<file path="src/rtl/port_uart_tx.sv">
// Serial monitor for the processor output port: every accepted change of `port`
// is queued in a small FIFO and sent out on `tx` as an 8N1 UART frame.
module port_uart_tx #(
  parameter int CLKS_PER_BIT = 16,
  parameter int DEPTH        = 8
) (
  input  logic                     clk,
  input  logic                     rst,
  input  logic                     en,
  input  logic [7:0]               port,
  output logic                     tx,
  output logic                     busy,
  output logic                     overflow,
  output logic [$clog2(DEPTH):0]   count
);

  localparam int AW = $clog2(DEPTH);
  localparam int BW = $clog2(CLKS_PER_BIT);
  localparam logic [BW-1:0] BAUD_LAST  = BW'(CLKS_PER_BIT - 1);
  localparam logic [BW-1:0] BAUD_ONE   = BW'(1);
  localparam logic [AW:0]   FULL_COUNT = (AW + 1)'(DEPTH);
  localparam logic [AW:0]   COUNT_ONE  = (AW + 1)'(1);
  localparam logic [AW-1:0] PTR_ONE    = AW'(1);

  typedef enum logic [1:0] {
    IDLE,
    START,
    DATA,
    STOP
  } txState_t;

  txState_t      state;
  logic [7:0]    fifoMem [DEPTH];
  logic [AW-1:0] rdPtr;
  logic [AW-1:0] wrPtr;
  logic [7:0]    last;
  logic [7:0]    shiftReg;
  logic [2:0]    bitIdx;
  logic [BW-1:0] baudCnt;

  logic pushReq;
  logic popReq;
  logic fifoFull;
  logic pushOk;

  // A push into a full FIFO still succeeds when the FSM frees a slot on the same edge.
  always_comb begin
    pushReq  = en && (port != last);
    fifoFull = (count == FULL_COUNT);
    popReq   = (state == IDLE) && (count != '0);
    pushOk   = pushReq && (!fifoFull || popReq);
  end

  // Change detector and FIFO; `last` follows the port even when the push is dropped.
  always_ff @(posedge clk or negedge rst) begin
    if (!rst) begin
      rdPtr    <= '0;
      wrPtr    <= '0;
      count    <= '0;
      last     <= '0;
      overflow <= 1'b0;
      for (int i = 0; i < DEPTH; i++) begin
        fifoMem[i] <= '0;
      end
    end else begin
      if (en) begin
        last <= port;
      end
      if (pushOk) begin
        fifoMem[wrPtr] <= port;
        wrPtr          <= wrPtr + PTR_ONE;
      end
      if (popReq) begin
        rdPtr <= rdPtr + PTR_ONE;
      end
      if (pushReq && !pushOk) begin
        overflow <= 1'b1;
      end
      case ({pushOk, popReq})
        2'b10:   count <= count + COUNT_ONE;
        2'b01:   count <= count - COUNT_ONE;
        default: count <= count;
      endcase
    end
  end

  // Transmit FSM; tx and busy are registered alongside the state.
  always_ff @(posedge clk or negedge rst) begin
    if (!rst) begin
      state    <= IDLE;
      tx       <= 1'b1;
      busy     <= 1'b0;
      shiftReg <= '0;
      bitIdx   <= '0;
      baudCnt  <= '0;
    end else begin
      case (state)
        IDLE: begin
          tx <= 1'b1;
          if (popReq) begin
            shiftReg <= fifoMem[rdPtr];
            bitIdx   <= '0;
            baudCnt  <= '0;
            tx       <= 1'b0;
            busy     <= 1'b1;
            state    <= START;
          end
        end
        START: begin
          if (baudCnt == BAUD_LAST) begin
            baudCnt <= '0;
            tx      <= shiftReg[0];
            state   <= DATA;
          end else begin
            baudCnt <= baudCnt + BAUD_ONE;
          end
        end
        DATA: begin
          if (baudCnt == BAUD_LAST) begin
            baudCnt <= '0;
            if (bitIdx == 3'd7) begin
              tx    <= 1'b1;
              state <= STOP;
            end else begin
              shiftReg <= {1'b0, shiftReg[7:1]};
              bitIdx   <= bitIdx + 3'd1;
              tx       <= shiftReg[1];
            end
          end else begin
            baudCnt <= baudCnt + BAUD_ONE;
          end
        end
        STOP: begin
          if (baudCnt == BAUD_LAST) begin
            baudCnt <= '0;
            tx      <= 1'b1;
            busy    <= 1'b0;
            state   <= IDLE;
          end else begin
            baudCnt <= baudCnt + BAUD_ONE;
          end
        end
        default: begin
          tx    <= 1'b1;
          busy  <= 1'b0;
          state <= IDLE;
        end
      endcase
    end
  end

endmodule

</file>
<file path="config.mk">
export PLATFORM = sky130hd
export DESIGN_NAME = port_uart_tx
export DESIGN_NICKNAME = d
export VERILOG_FILES = /design/src/rtl/port_uart_tx.sv
export SDC_FILE = /design/constraint.sdc
export NUM_CORES = 1
export LEC_CHECK = 0
export BUFFER_PORTS_ARGS = -buffer_cell sky130_fd_sc_hd__buf_2
export CORE_ASPECT_RATIO = 2
export CORE_MARGIN = 3
export CORE_UTILIZATION = 65
export DETAILED_ROUTE_END_ITERATION = 12
export GPL_TIMING_DRIVEN = 0
export PLACE_DENSITY = 0.85
export SETUP_SLACK_MARGIN = 0.2
export SYNTH_ARGS = -nofsm -noshare
export SYNTH_HDL_FRONTEND = slang
export SYNTH_SLANG_ARGS = --single-unit
</file>
<file path="constraint.sdc">
create_clock -name clk -period 7.2 [get_ports clk]
set_input_delay 0 -clock clk [delete_from_list [all_inputs] [get_ports clk]]
set_output_delay 0 -clock clk [all_outputs]
set_load 0.03 [all_outputs]
</file>
Yosys cells after proc, flatten, opt, wreduce, memory -nomap -nowiden
Cells that the tools add are included.

Bits in registers: 102. Bits of input ports: 11. Output and inout bits: 7. Word-level logic and storage cells: 96.

$add $sub $neg: 6. Order comparisons: 3. Eq/ne operators: 15. Mux-type cells: 33. Bitwise gates (word level): 2. Reduce and logical (&&, ||, !) cells: 18.

Operators with widths (count): $bwmux 64 (1); $mux 8 (6); $bmux 8 s3 (1); $demux 8 s3 (1); $pmux 4 s2 (2); $pmux 8 s2 (1); $ne 2x2->1 const B (6); $mux 2 (5); $add 3x1->3 const B (3); $mux 3 (3); $add 4x1->4 const B (2); $eq 4x4->1 const B (2); $ge 4x4->1 const B (2); $mux 4 (2); $ne 8x8->1 (1); $not 3->4 (2); $pmux 2 s4 (1); $mux 1 (7); $eq 2x2->1 const B (3); $pmux 3 s2 (1); $reduce_and 3->1 (2); $reduce_bool 2->1 (3); $logic_and 1x1->1 (5); $reduce_and 5->1 (1); 12 further kinds (14).

Longest topological paths before layout
Gate-level depths: netlist of the first run.

Depth after elaboration: 6. Mapped depth: 14. Depth with buffers taken out: 13.

Least setup slack after synthesis of the first run
OpenSTA, ideal clock, no wires.

Path kind: register to register. From: register state[0]. To: register count[2]. Library setup time: 0.139 ns. Data arrival time: 2.378 ns. Data required time: 7.061 ns. Path slack: 4.682 ns. Stages on the path, launching flop included: 15. Clock period less this slack: 2.518 ns. Cell sequence: dfrtp_1 -> inv_1 -> ha_1 -> nand2b_1 -> o21ai_1 -> a21oi_1 -> buf_6 -> inv_1 -> ha_1 -> xor2_1 -> ha_1 -> a21oi_1 -> xor2_1 -> nor2_1 -> xor2_1.

Word-level cells in the longest chain between the ends: 6.

RTL lines: start, declared (line 32) `txState_t state;`; start signal, assigned (line 90) `state <= IDLE;`; start signal, assigned (line 106) `state <= START;`; start signal, assigned (line 113) `state <= DATA;`; $logic_not 2->1 * (line 50) `popReq = (state == IDLE) && (count != '0);`; $logic_and 1x1->1 * (line 50); $logic_or 1x1->1 (line 51) `pushOk = pushReq && (!fifoFull || popReq);`; $logic_and 1x1->1 (line 51); $eq 2x1->1 or $eq 2x2->1 (tied branches) (line 79) `case ({pushOk, popReq})`; $pmux 4 s2 or $reduce_bool 2->1 (tied branches); end signal, assigned (line 80) `2'b10: count <= count + COUNT_ONE;`; end signal, assigned (line 81) `2'b01: count <= count - COUNT_ONE;`; end signal, assigned (line 82) `default: count <= count;`; end, declared (line 14) `output logic [$clog2(DEPTH):0] count`.

Mark *: on every way between the ends. The rest lies on a longest branch, timed or not. A chain may end at the register's enable or synchronous reset.

Worst setup path in the final report of the first run
Ends and elaborated chain as after synthesis.

==> results of run 1 <==
## kinds of logic after synthesis
logic type	share of synthesized area
DFF	0.513
buffers and inverters	0.0374
AOI/OAI and AO/OA	0.0623
and+or+nand+nor	0.0761
adders and majority gates	0.0327
xor gates and xnor gates	0.0299
muxes	0.249
## cell usage in the layout (no fill, tap or decap), types with 3 or more instances in the layout
master	n
o21ai_0	10
dlygate4sd3_1	3
nand2b_1	5
o211ai_1	7
a21oi_1	9
buf_2	18
mux4_2	9
nor2_1	15
nor2b_1	3
buf_6	4
xor2_1	14
mux2i_1	16
clkbuf_16	9
a31oi_1	14
mux2_4	8
mux2_2	67
ha_1	13
clkbuf_1	14
dfrtp_1	101
nand3_1	5
xnor2_1	3
nand2_1	25
inv_1	9
## flip-flops by register name (all words and copies together) (netlist names), 2 cells and up
| name | count |
|---|---|
| fifoMem | 64 |
| last | 8 |
| bitIdx | 3 |
| count | 4 |
| shiftReg | 8 |
| rdPtr | 3 |
| state | 2 |
| wrPtr | 3 |
| baudCnt | 4 |
## timing repair
| action | CTS | global route |
|---|---|---|
| endpoints found under the hold margin | 53 | 0 |
| endpoints found under the setup margin | 0 | 0 |
| hold buffers | 3 | 0 |
## final timing paths
kind	from	end	slack, ps
max	state[0]	count[2]	4240
max in group asynchronous	rst	tx	6330
min in group asynchronous	rst	count[2]	160
max reg2reg	state[0]	count[2]	4240
min reg2reg	overflow	overflow	470
min	port[5]	fifoMem[45]	50
## layout make-up
type                            instances  area (µm²)  share of cell area
Buffer                                 28         153              0.0279
Multi-Input combinational cell        250        2240               0.410
Inverter                                9        33.8             0.00618
Tap cell                               92         115              0.0211
Clock inverter                          1        5.00            0.000916
Timing Repair Buffer                   12         100              0.0183
Clock buffer                           14         264              0.0483
Sequential cell                       102        2550               0.467
## power by group
group / leakage (µW) / switching [µW] / internal, µW
registers: 0.00122 / 172 / 848
clock network: 0.000133 / 194 / 251
logic: 0.00104 / 556 / 544
total: 0.00239 / 922 / 1640
## through the flow
step	util	total power, µW	area, µm²
2_1_floorplan	-	1830	4980
3_3_place_gp	0.696	2030	5130
6_report	0.741	2570	5460
5_1_grt	0.741	2720	5460
4_1_cts	0.741	2570	5460
3_5_place_dp	0.700	2110	5160
## per-layer routing
| layer | GRT usage | vias to the layer above | share of wire |
|---|---|---|---|
| met5 | 0 | - | 0 |
| met4 | 0.117 | 0 | 0.032 |
| met3 | 0.0388 | 28 | 0.018 |
| met2 | 0.463 | 51 | 0.57 |
| met1 | 0.301 | 1591 | 0.38 |
| li1 | - | 1428 | - |
## critical path, delay by kind of cell (launching register included)
kind / cells / cell delay (ps)
XOR/XNOR: 3 / 490
adder cells (fa/ha/maj): 3 / 760
AND/OR/NAND/NOR: 2 / 280
buffers and inverters: 3 / 420
AO/OA/AOI/OAI: 3 / 500
flip-flops: 1 / 410
==> impl_metrics.py, run 1 <==
metrics = {
    "run_status": {
        "status": "complete, no violations",
    },
    "setup_path": {
        "start_kind": "flip-flop",
        "critPathKind": "flip-flop to flip-flop",
        "slowest_delay_ps": 410,
        "cp-end-kind": "flip-flop",
        "required_ps": 7420,
        "cp.arrival_ps": 3190,
        "crit_fanout": 10,
        "worstPathCellList": "inv_1, ha_1, nand2b_1, o21ai_1, a21oi_1, buf_6, inv_1, ha_1, xor2_1, ha_1, a21oi_1, xor2_1, nor2_1, xor2_1",
        "worstRegToRegCells": 14,
        "crit_slowest_cell": "dfrtp_1",
    },
    "placed_design": {
        "place.gp.congestion": 0.766,
        "placed_cells": 490,
        "dp_hpwl_mm": 6.98,
        "port_buffers": 8,
        "place_ws_ps": 4280,
    },
    "timing": {
        "relSlewSlack": 0.560,
        "rsz0062_at_grt": "no",
        "whs_ps": 54.0,
        "worst_pin_slew_ps": 659,
        "period_share": 0.412,
        "setup_slack_ps": 4240,
        "fin_tns_setup_ps": 0,
        "slew_violations": 0,
        "fmax_ghz": 0.337,
        "setup_viol": 0,
        "hold_viol": 0,
        "period_needed_ps": 2960,
        "finClkSkew_ps": 4.85,
    },
    "routing": {
        "via_count": 3098,
        "wirelength_mm": 10.0,
        "ant_nets": 0,
        "routed_via_density": 6.10,
        "drtIter0Drc": 155,
        "drc": 0,
        "drt_pre_antenna_iters": 6,
        "wire_per_inst_um": 19.8,
    },
    "synthesis": {
        "synth_nets": 413,
        "synthesis.area_mm2": 0.00498,
        "yosys.area.top_type": "dfrtp_1",
        "synth-edff-count": 0,
        "synth.avg_cell_area_um2": 12.8,
        "yosys-top-cells-area": "dfrtp_1 (51%), mux2_2 (15%), mux4_2 (4.1%)",
        "synth_cell_type_count": 47,
        "ys_ff_latch": 102,
        "synth_most_common_cell": "dfrtp_1",
        "synth.top_cell.area_share": 0.508,
        "synthArstFlopShare": 1.00,
        "synthCells": 389,
        "ys_seq_area_frac": 0.513,
        "ys_warn_count": 0,
        "synthFlopType": "dfrtp_1",
        "synthTopCellsByCount": "dfrtp_1 (101), mux2_2 (67), nand2_1 (25), mux2i_1 (16), nor2_1 (15)",
    },
    "floorplan": {
        "coreArea_mm2": 0.00738,
        "die_h_um": 130,
        "ios": 18,
        "initial_core_util": 0.675,
        "rows": 44,
        "die_x_um": 67.9,
        "die_area_mm2": 0.00881,
    },
    "clock_network": {
        "cts_setup_buffers": 0,
        "clkLatencyLatePin_ps": 340,
        "cts-htree-levels": 3,
        "cts_tree": "built",
        "cts.sinks": 102,
        "root_buffer": "clkbuf_16",
        "cts_buffers": 9,
        "cts_buffer_depth": 2,
        "cts_resized": 0,
        "clk_pin_slew_ps": 60,
    },
    "global_route": {
        "antenna_found_initial": 0,
        "grt_max_degree": 68,
        "grt-ovfl-total": 0,
        "grt_pass1_vias": 3352,
        "grt_pass1_wl_mm": 16.6,
        "grt_usage": 0.260,
    },
    "finish": {
        "fillers": 520,
        "layout-drive-gt1-share": 0.313,
        "area_delta_synth_final_pct": 9.73,
        "fin_nets": 436,
        "diodes": 0,
        "fin_cells": 508,
    },
    "power": {
        "p_leak_uw": 0.00239,
        "vdd_ir_drop_max_uv": 249,
        "power_density_mw_per_mm2": 470,
    },
    "hold_path": {
        "whs_path_depth": 2,
        "hold_class": "input port to flip-flop",
    },
    "flow_run": {
        "maxCapViolCount": 0,
    },
}
Note: power is estimated with default switching activity, not from simulation.
==> run 2: changes to the inputs <==
--- a/config.mk
+++ b/config.mk
@@ -8,10 +8,10 @@
 export BUFFER_PORTS_ARGS = -buffer_cell sky130_fd_sc_hd__buf_2
 export CORE_ASPECT_RATIO = 2
 export CORE_MARGIN = 3
-export CORE_UTILIZATION = 65
+export CORE_UTILIZATION = 56
 export DETAILED_ROUTE_END_ITERATION = 12
 export GPL_TIMING_DRIVEN = 0
-export PLACE_DENSITY = 0.85
+export PLACE_DENSITY = 0.78
 export SETUP_SLACK_MARGIN = 0.2
 export SYNTH_ARGS = -nofsm -noshare
 export SYNTH_HDL_FRONTEND = slang
==> constraint.sdc (replaced) <==
create_clock -name clk -period 2.55 [get_ports clk]
set_input_delay 0 -clock clk [delete_from_list [all_inputs] [get_ports clk]]
set_output_delay 0 -clock clk [all_outputs]
set_load 0.03 [all_outputs]
==> impl_metrics.py, run 2 (synthesis results as in run 1) <==
metrics = {
    "run_status": {
        "status": "complete, no violations",
    },
    "setup_path": {
        "crit_fanout": 2,
        "cp-startpoint": "last[4]",
        "critPathKind": "flip-flop to flip-flop",
        "start_kind": "flip-flop",
        "cp-endpoint": "count[2]",
        "crit_path_frequent_cell": "xor2_1",
        "required_ps": 2810,
        "slowest_delay_ps": 410,
        "cp-end-kind": "flip-flop",
        "cp.arrival_ps": 2580,
        "worstRegToRegCells": 12,
        "worstPathCellList": "xor2_2, nor4_4, a21oi_2, buf_6, inv_4, ha_4, xor2_1, ha_2, a21oi_2, xor2_1, nor2_1, xor2_1",
        "r2r_slack_ps": 240,
        "worstReg2RegEnd": "count[2]",
        "crit_slowest_cell": "dfrtp_1",
        "reg2reg_from": "last[4]",
    },
    "floorplan": {
        "rows": 48,
        "coreArea_mm2": 0.00865,
        "die_area_mm2": 0.0101,
        "die_x_um": 72.7,
        "ios": 18,
        "initial_core_util": 0.576,
        "die_h_um": 139,
    },
    "clock_network": {
        "cts.sinks": 102,
        "cts_buffer_depth": 2,
        "root_buffer": "clkbuf_16",
        "clk_pin_slew_ps": 70,
        "cts-htree-levels": 3,
        "cts_tree": "built",
        "clkLatencyLatePin_ps": 350,
        "cts_buffers": 9,
    },
    "finish": {
        "fin_area_mm2": 0.00568,
        "layout-drive-gt1-share": 0.384,
        "fin_nets": 446,
        "diodes": 0,
        "multi_input_area_mm2": 0.00233,
        "largest-register": "fifoMem",
        "fillers": 612,
        "area_delta_synth_final_pct": 14.1,
        "reg.largest.list": "fifoMem: 64 flops, last: 8 flops, shiftReg: 8 flops",
        "ff_latch_area_mm2": 0.00256,
        "largest_register_ffs": 64,
        "layout_common_cells": "dfrtp_1 (98), mux2_2 (67), nand2_1 (25), buf_2 (18), mux2i_1 (16)",
        "layout_commonest_cell": "dfrtp_1",
    },
    "placed_design": {
        "port_buffers": 8,
        "place.gp.congestion": 0.810,
        "placed_area_mm2": 0.00520,
        "dp_hpwl_mm": 7.21,
    },
    "global_route": {
        "grt_pass1_wl_mm": 17.0,
        "grt_max_degree": 61,
        "grt_usage": 0.222,
        "antenna_found_initial": 0,
        "grt_pass1_vias": 3416,
        "grt-ovfl-total": 0,
    },
    "timing": {
        "setup_viol": 0,
        "whs_ps": 48.2,
        "finClkSkew_ps": 5.18,
        "worst_pin_slew_ps": 644,
        "period_share": 0.906,
        "relSlewSlack": 0.571,
        "period_needed_ps": 2310,
        "hold_viol": 0,
        "rsz0062_at_grt": "yes",
        "fmax_ghz": 0.433,
        "slew_violations": 0,
    },
    "routing": {
        "drc": 0,
        "drtIter0Drc": 137,
        "routed_via_density": 5.91,
        "wire_per_inst_um": 19.8,
        "drt_pre_antenna_iters": 4,
        "via_count": 3113,
        "wirelength_mm": 10.4,
        "ant_nets": 0,
    },
    "power": {
        "power_uw": 7550,
        "vdd_ir_drop_max_uv": 687,
        "p_leak_uw": 0.00246,
        "power_density_mw_per_mm2": 1330,
    },
    "hold_path": {
        "hold_class": "input port to flip-flop",
    },
    "flow_run": {
        "maxCapViolCount": 0,
    },
}
[run 2: cell count changes in the layout (fill, tap and decap cells not counted), moves of 3 or more]
cell        previous run  this run
dfrtp_1              101        98
a21oi_1                9         6
dfrtp_2                0         3
ha_1                  13         9
buf_4                  2        12
a21oi_2                0         3
clkinvlp_4             0         3
inv_1                  9         6
clkbuf_1              14        10
[run 2: metrics by stage]
stage,std cells,setup TNS (ps),worst slack [ps],util
detailed placement,498,-74.2,-74.2,0.602
global route,527,0,125,0.657
CTS,526,0,200,0.652
floorplan,389,0,202,-
finish,527,0,239,0.657
global placement,497,0,15.3,0.598
[run 2: worst min-delay path by stage]
stage | startpoint | end | slack, ps | cells after the start
2_1_floorplan | rst | baudCnt[0] | -300 | 0
3_3_place_gp | port[6] | fifoMem[14] | 290 | 2
3_5_place_dp | rst | count[0] | 30 | 1
4_1_cts | port[3] | fifoMem[11] | 40 | 2
5_1_grt | port[3] | fifoMem[11] | 60 | 2
6_report | port[3] | fifoMem[11] | 50 | 2
[run 2: metal layers]
layer | global-route usage | share of wire | vias up
met4 | 0.103 | 0.027 | 0
li1 | - | - | 1459
met2 | 0.403 | 0.57 | 43
met5 | 0 | 0 | -
met3 | 0.0441 | 0.023 | 20
met1 | 0.238 | 0.38 | 1591
[run 2: repair_timing]
action | CTS | global route
pin swaps | 7 | 7
hold endpoints to repair | 59 | 0
endpoints found under the setup margin | 3 | 2
buffers inserted | 9 | 1
resized for setup | 8 | 10
hold buffers | 3 | 0
[run 2: power breakdown]
group	switching, µW	internal (µW)
registers	470	2400
logic	1640	1670
clock network	613	764
total	2720	4830
[run 2: area by class of cell]
type	count	area share
sequential	102	0.450
multi-input combinational	250	0.411
clock buffer	9	0.0396
timing repair buffer	22	0.0308
buffer	28	0.0271
tap	100	0.0220
clock inverter	7	0.0130
inverter	9	0.00639
[run 2: worst max-delay path, delay by kind of cell (launching register included)]
family	cells	cell delay [ps]
compound gates	2	160
fa+ha+maj	2	320
flops	1	410
xor+xnor	4	620
buf+inv	2	190
simple gates	2	520
